--- src/rtl/raw_frame_seq.sv ---
// rtl/raw_frame_seq.sv - raw Bayer frame sequencer feeding the RAW2RGB debayer
// Tracks x/y of each accepted pixel, gates frames on iEN and flags mid-frame SOF.
module raw_frame_seq #(
  parameter int H_ACTIVE = 1920,
  parameter int V_ACTIVE = 1080,
  parameter int CNT_W    = 16,
  parameter int DATA_W   = 12
) (
  input  logic              iCLK,
  input  logic              iRST,
  input  logic              iEN,
  input  logic [1:0]        iPhase,
  input  logic              iSOF,
  input  logic              iDval,
  input  logic [DATA_W-1:0] iData,
  output logic [DATA_W-1:0] oData,
  output logic              oDval,
  output logic              oX_Cont,
  output logic              oY_Cont,
  output logic              oSOF,
  output logic              oEOL,
  output logic              oEOF,
  output logic              oFrameErr,
  output logic              oBusy,
  output logic [CNT_W-1:0]  oFrameCnt
);

  typedef enum logic [1:0] {IDLE, WAIT_SOF, ACTIVE} state_t;

  localparam logic [CNT_W-1:0] X_LAST = CNT_W'(H_ACTIVE - 1);
  localparam logic [CNT_W-1:0] Y_LAST = CNT_W'(V_ACTIVE - 1);

  state_t             state, state_nxt;
  logic [CNT_W-1:0]   x, y, x_nxt, y_nxt, px, py, cnt_nxt;
  logic [1:0]         shadow, sh_nxt;
  logic               emit, restart, err, eol, eof;

  always_comb begin
    state_nxt = state;
    x_nxt     = x;
    y_nxt     = y;
    sh_nxt    = shadow;
    cnt_nxt   = oFrameCnt;
    emit      = 1'b0;
    restart   = 1'b0;
    err       = 1'b0;
    px        = x;
    py        = y;
    case (state)
      IDLE: begin
        if (iEN) state_nxt = WAIT_SOF;
      end
      WAIT_SOF: begin
        if (!iEN) begin
          state_nxt = IDLE;
        end else if (iDval && iSOF) begin
          emit      = 1'b1;
          restart   = 1'b1;
          state_nxt = ACTIVE;
        end
      end
      ACTIVE: begin
        if (iDval) begin
          emit = 1'b1;
          if (iSOF) begin
            restart = 1'b1;
            err     = (x != '0) || (y != '0);
          end
        end
      end
      default: state_nxt = IDLE;
    endcase

    // A restart (first SOF or sync error) re-anchors this pixel at (0,0) with the new phase
    if (restart) begin
      px     = '0;
      py     = '0;
      sh_nxt = iPhase;
    end

    eol = emit && (px == X_LAST);
    eof = eol && (py == Y_LAST);

    if (emit) begin
      if (eof) begin
        x_nxt     = '0;
        y_nxt     = '0;
        cnt_nxt   = oFrameCnt + CNT_W'(1);
        state_nxt = iEN ? WAIT_SOF : IDLE;
      end else if (eol) begin
        x_nxt = '0;
        y_nxt = py + CNT_W'(1);
      end else begin
        x_nxt = px + CNT_W'(1);
        y_nxt = py;
      end
    end
  end

  always_ff @(posedge iCLK or posedge iRST) begin
    if (iRST) begin
      state     <= IDLE;
      x         <= '0;
      y         <= '0;
      shadow    <= 2'b00;
      oFrameCnt <= '0;
      oData     <= '0;
      oDval     <= 1'b0;
      oX_Cont   <= 1'b0;
      oY_Cont   <= 1'b0;
      oSOF      <= 1'b0;
      oEOL      <= 1'b0;
      oEOF      <= 1'b0;
      oFrameErr <= 1'b0;
    end else begin
      state     <= state_nxt;
      x         <= x_nxt;
      y         <= y_nxt;
      shadow    <= sh_nxt;
      oFrameCnt <= cnt_nxt;
      oDval     <= emit;
      oSOF      <= restart;
      oEOL      <= eol;
      oEOF      <= eof;
      oFrameErr <= err;
      if (emit) begin
        oData   <= iData;
        oX_Cont <= px[0] ^ sh_nxt[0];
        oY_Cont <= py[0] ^ sh_nxt[1];
      end
    end
  end

  assign oBusy = (state == ACTIVE);

endmodule

--- config.mk ---
export PLATFORM = sky130hd
export DESIGN_NAME = raw_frame_seq
export DESIGN_NICKNAME = d
export VERILOG_FILES = /design/src/rtl/raw_frame_seq.sv
export SDC_FILE = /design/constraint.sdc
export NUM_CORES = 1
export LEC_CHECK = 0
export ABC_AREA = 1
export BUFFER_PORTS_ARGS = -buffer_cell sky130_fd_sc_hd__buf_2
export CORE_MARGIN = 3
export CORE_UTILIZATION = 55
export DETAILED_ROUTE_END_ITERATION = 8
export MAX_ROUTING_LAYER = met4
export PLACE_DENSITY = 0.78
export SETUP_SLACK_MARGIN = 0.1
export SYNTH_ARGS = -nofsm -noshare
export SYNTH_HDL_FRONTEND = slang
export SYNTH_SLANG_ARGS = --single-unit
--- constraint.sdc ---
create_clock -name iCLK -period 3.73 [get_ports iCLK]
set_input_delay 0.5595 -clock iCLK [delete_from_list [all_inputs] [get_ports iCLK]]
set_output_delay 0.5595 -clock iCLK [all_outputs]
set_load 0.005 [all_outputs]
==> Yosys cells after proc, flatten, opt, wreduce, memory -nomap -nowiden <==
Index checks and enable logic that the tools add are counted.
{ "op_classes": {"reduce_logical": 8, "muxes": 24, "add_sub_neg": 3, "n_eq_ne": 4, "bitwise_logic": 2} }
{ "op_table": {"columns": ["cell", "n"], "rows": [
  ["$mux W16", 6],
  ["$add A16 B1 Y16 const B", 3],
  ["$eq A16 B11 Y1 const B", 2],
  ["$reduce_bool A16 Y1", 2],
  ["$mux W2", 6],
  ["$mux W1", 9],
  ["$pmux W2 S3", 1],
  ["$pmux W1 S2", 2],
  ["$logic_and A1 B1 Y1", 3],
  ["$eq A2 B1 Y1 const B", 1],
  ["$eq A2 B2 Y1 const B", 1],
  ["$logic_not A2 Y1", 1],
  ["$reduce_and A2 Y1", 1],
  ["$xor A1 B1 Y1", 2],
  ["$logic_or A1 B1 Y1", 1]
]} }
{ "word_totals": {"in_bits": 19, "elab_cells": 54, "reg_bits": 71, "out_inout_bits": 36} }

==> Logic depth before layout (Yosys ltp) <==
{ "depth": {"word_depth": 10, "mapped_depth": 17, "mapped_depth_nobuf": 16} }

==> Worst setup path after synthesis <==
OpenSTA, ideal clock, no wires.
{ "synth_timing": {"path_type": "reg2reg", "startpoint": "reg state[0]", "endpoint": "reg oFrameCnt[5]", "period_less_slack_ns": 2.681, "required_ns": 3.613, "setup_time_ns": 0.117, "n_path_buf": 3, "path_stages_with_launch": 17, "arrival_ns": 2.564, "slack_ns": 1.049, "path_cell_list": "dfrtp_1 > inv_1 > ha_1 > inv_1 > a21oi_2 > nand2_2 > buf_4 > buf_2 > nand2_1 > inv_1 > ha_1 > nand4_1 > nor3_4 > nand2_4 > buf_6 > nand2_1 > nand2_1"} }
{ "synth_via": {"elab_chain_cells": 7, "elab_cells_between_ends": 11, "cone_classes": "eq/ne: 4; mux: 4; reduce/logical: 3"} }
{ "synth_lines": {"columns": ["element", "line_no", "source"], "rows": [
  ["from (decl)", "33", "state_t state, state_nxt;"],
  ["from (signal assigned)", "116", "state <= state_nxt;"],
  ["$eq A2 B2 Y1 (*)", null, null],
  ["named net oBusy", "24", "output logic oBusy,"],
  ["$pmux W1 S2", "49", "case (state)"],
  ["$mux W16", "75", "if (restart) begin"],
  ["$eq A16 B11 Y1", "81", "eol = emit && (px == X_LAST);"],
  ["$logic_and A1 B1 Y1", "81", null],
  ["$logic_and A1 B1 Y1", "82", "eof = eol && (py == Y_LAST);"],
  ["$reduce_and A2 Y1 (no line) (*)", null, null],
  ["to (signal assigned)", "120", "oFrameCnt <= cnt_nxt;"],
  ["to (decl)", "25", "output logic [CNT_W-1:0] oFrameCnt"]
]} }
Mark *: on every way through the listed nets, which the timed path passes. The rest lies on a longest branch.
A chain may end at the register's enable or synchronous reset.

==> Worst setup path in the final report <==
{ "layout_timing": {"startpoint": "reg state[0]", "endpoint": "reg state[0]"} }
{ "layout_via": {"elab_chain_cells": 8, "elab_cells_between_ends": 17, "cone_classes": "eq/ne: 4; mux: 10; reduce/logical: 3"} }
{ "layout_lines": {"columns": ["element", "line_no", "source"], "rows": [
  ["$eq A2 B2 Y1 or $eq A2 B1 Y1 (tied branches)", "49", null],
  ["$pmux W1 S2", "49", null],
  ["$mux W16", "75", null],
  ["$eq A16 B11 Y1", "81", null],
  ["$logic_and A1 B1 Y1", "81", null],
  ["$logic_and A1 B1 Y1", "82", null],
  ["$mux W2", "85", "if (eof) begin"],
  ["$mux W2 (*)", "84", "if (emit) begin"],
  ["named net state_nxt[0]", "33", null]
]} }
Marks and branches as above.

==> summary by stage <==
GRT
Global routing used between 20 and 30% of the available tracks across all layers. The maximum number of pins on one net before global-route repair is 72. The aggregate global routing overflow is 0.

The first global-routing pass estimated between 15000 and 20000 um of wire. The via count of the first global-routing pass came to 3896. The initial antenna violation count is 0.

Power and ir drop
Of the total power, combinational logic draws between 20% and 30%. The clock network burns approximately a quarter of the power. For this design the total switching power over the nets is 0.900 mW. The sum of internal, switching and leakage power is between 2 and 2.5 mW.

Of the total power, the share spent switching nets is 36.2%. In this run the static leakage power is ~2.7 nW. Internal power comes to 1.59 mW. In this run, flip-flops and latches consume about 44% of the power. The power per unit of standard cell area is 504 mW/mm2.

IR analysis of the VDD net gives a maximum drop of about 0.33 mV.

Setup path
The arrival time at the worst endpoint is between 3 and 4 ns. The worst setup path is launched from a flip-flop. The most numerous cell type found on the critical path is inv_1.

The maximum cell stage delay along the critical path is 0.40 ns. The type of the setup path with the least slack is flip-flop to flip-flop. The gate family responsible for the most delay along the worst path is simple AND/OR/NAND/NOR gates. The required arrival time at the worst endpoint is 4.01 ns. The number of buffer and inverter stages on the critical path is 4. For this design, the slowest cell found on the critical path is dfrtp_1. Traced cell by cell, the critical path runs through inv_1 -> ha_1 -> inv_1 -> a21oi_2 -> nand2_2 -> buf_4 -> nand2_1 -> inv_1 -> ha_1 -> nand3_1 -> or2_2 -> nor3_1 -> nand4_1 -> nand2_1. Of all nets on the critical path, the largest fanout is 28. The endpoint type of the worst setup path is a flip-flop.

CTS
The register clock-pin slew on the reported worst setup and hold paths is 0.07 ns. The clock latency at the later pin of the worst-skew pair is 0.34 ns. The TritonCTS clock tree is done. Buffers inserted during clock tree synthesis total 9.

The worst-case clock buffer depth is 2. After clock tree synthesis, the repair step resized 0 gates. The post-CTS setup repair buffer count is 0. The number of buffers inserted by hold repair at cts is 0. In this run the number of H-tree levels came out at 3.

The number of sinks driven by the clock tree is 71. The tree is rooted in a clkbuf_8.

Run
Across the run, the number of max-cap violations was 0.

Place
The number of input and output port buffers inserted is 54. The placer congestion estimate is 0.931. The number of placed instances, taps included, is 763. Once detailed placement completed, the half-perimeter wirelength came to 7610 um. Before CTS, the worst setup slack after placement is 0.773 ns.

Timing
The final hold violation count came to 0. The highest clock frequency the design can meet is 332 MHz. The max-slew violation count is 0. The final setup violation count is 0. The relative slew slack is 40.5%. The worst path setup slack after routing is 0.715 ns. The worst path uses approximately four fifths of the clock period. Across the routed clock network, the largest skew measured is 0.00740 ns.

The minimum clock period is 3.01 ns. The slew at the pin closest to its max-slew limit is between 0.8 and 0.9 ns. Setup repair after global routing left no endpoint under its margin.

Adding up every negative setup slack in the final design gives 0 ns.

Routing
The sum of routed wire length over all layers is approximately 11000 um. The via total after detailed routing is between 4000 and 5000. The detail route stage leaves a number of antenna-violating nets equal to 0. The number of DRC markers in iteration 0 is 289. The number of design rule violations left after detail routing is 0. The detail-routed net length per standard cell is 13.8 um.

The via density per instance is approximately 5.4. The number of detailed-routing iterations run before antenna repair is 7.

Die
From left edge to right edge, the die measures 95.3 um. The initialized floorplan defines 31 standard-cell rows. The area of the core is 0.00749 mm2. From bottom edge to top edge, the die measures 95.3 um. The number of I/O pins is between 50 and 60. The area of the die is 0.00909 mm2.

The initial utilization of the core area, before any placement, comes to 58.6%.

Finish
Relative to the synthesized area, the layout overhead comes to 12.5%. The share of layout cells above drive strength 1 is 14.0%. The fill cell total of the finished layout is roughly 650. The area taken by multi-input logic gates is 0.00222 mm2. The net total in the final layout is 702. The number of non-filler instances in the completed layout is slightly below 800. The number of antenna repair diodes is 0.

The sequential cell area is 0.00178 mm2.

Logic synthesis
The number of distinct library cells after synthesis is 35. The cell area that synthesis handed to floorplanning was 0.00439 mm2. The count of yosys warnings during synthesis is 0. The dominant register cell in the synthesized netlist is dfrtp_1. The number of nets in the synthesized netlist is 648.

The share of the Yosys chip area taken by registers is 40.5%. The synthesized design contains 71 register bits. The post-synthesis cell count is 621. Counting flops with an async set or reset pin after synthesis yields a share of 100%. Yosys mapped a number of flops with a built-in enable equal to 0.

The per-instance average area after synthesis is 7.07 um2.

Hold path
The worst hold-check path type is input port to flip-flop.

Status
The flow ran to the end, and the final reports show no timing, DRC or antenna violations.
-- final cells by class --
type,instances,area share (%)
Sequential cell,71,36.0
Tap cell,99,2.51
Clock buffer,12,3.35
Multi-Input combinational cell,459,45.0
Inverter,73,5.55
Clock inverter,4,1.04
Timing Repair Buffer,61,6.54
-- layout by cell type, fill, tap and decap left out, drive strengths merged, types with 12 or more instances in the layout --
master  count
nand4      21
inv        74
nor3       16
nor2       74
dfrtp      71
buf        61
o21ai      20
xor2       18
nand2     201
clkbuf     12
nand3      75
-- synthesized netlist by cell type (all sizes together) (6+ instances only) --
| cell | instances | area (um2) |
|---|---|---|
| o21ai | 20 | 108 |
| nand4 | 21 | 138 |
| clkbuf | 6 | 22.5 |
| nand2 | 201 | 769 |
| nor3 | 16 | 96.4 |
| nor2 | 74 | 293 |
| nor4 | 6 | 37.5 |
| buf | 12 | 93.8 |
| inv | 73 | 274 |
| xor2 | 18 | 158 |
| nand3 | 75 | 375 |
| dfrtp | 71 | 1780 |
| ha | 8 | 100 |
-- cells by family after synthesis --
family	count (synthesis)	synth area share, %
AND/OR/NAND/NOR	399	39.9
buffers and inverters	91	8.89
flip-flops	71	40.5
AO/OA/AOI/OAI	30	4.05
XOR/XNOR	22	4.39
adder cells (fa/ha/maj)	8	2.28
-- path summary, 6_finish.rpt --
path	endpoint	start	depth (start not counted)	slack, ns
setup / recovery	state[0]	state[0]	14	0.72
hold / removal	oData[4]	iData[4]	3	0.41
setup reg to reg	state[0]	state[0]	14	0.72
hold reg to reg	oData[10]	oData[10]	2	0.49
max in group asynchronous	y[6]	iRST	3	2.68
min in group asynchronous	oData[6]	iRST	3	0.48
-- worst register-to-register path: stages, from the launching register on --
cell and delay, ns:
dfrtp_1 0.40, inv_1 0.10, ha_1 0.23, inv_1 0.11
a21oi_2 0.08, nand2_2 0.09, buf_4 0.29, nand2_1 0.17
inv_1 0.14, ha_1 0.28, nand3_1 0.13, or2_2 0.28
nor3_1 0.37, nand4_1 0.18, nand2_1 0.09
-- registers in the layout, summed over array words and instances, names as in the netlist --
name,flops
y,16
shadow,2
oFrameCnt,16
oX_Cont,1
oSOF,1
oDval,1
oEOF,1
x,16
oData,12
state,2
oFrameErr,1
oEOL,1
oY_Cont,1
-- power by group through the flow --
stage / logic, mW / registers (mW) / clock network [mW]
global placement: 0.704 / 1.08 / 0
floorplan: 0.511 / 1.07 / 0
detailed placement: 0.732 / 1.09 / 0
global route: 0.844 / 1.11 / 0.707
CTS: 0.734 / 1.08 / 0.675
finish: 0.736 / 1.09 / 0.664
-- per-stage QoR --
stage / cell area, um2 / hold slack, ns / util (%)
6_report: 4940 / 0.408 / 66.0
5_1_grt: 4940 / 0.411 / 66.0
4_1_cts: 4940 / 0.398 / 66.0
3_5_place_dp: 4720 / 0.469 / 63.1
3_3_place_gp: 4720 / 0.457 / 63.1
2_1_floorplan: 4390 / 0.463 / -
-- per-layer routing --
layer,share of wire [%],GRT usage (%),vias to the layer above
met1,47,34.5,1930
met5,0,-,-
li1,-,-,2103
met4,1.5,9.01,0
met2,45,39.2,149
met3,6.2,4.97,20
Note: power is estimated with default switching activity, not from simulation.
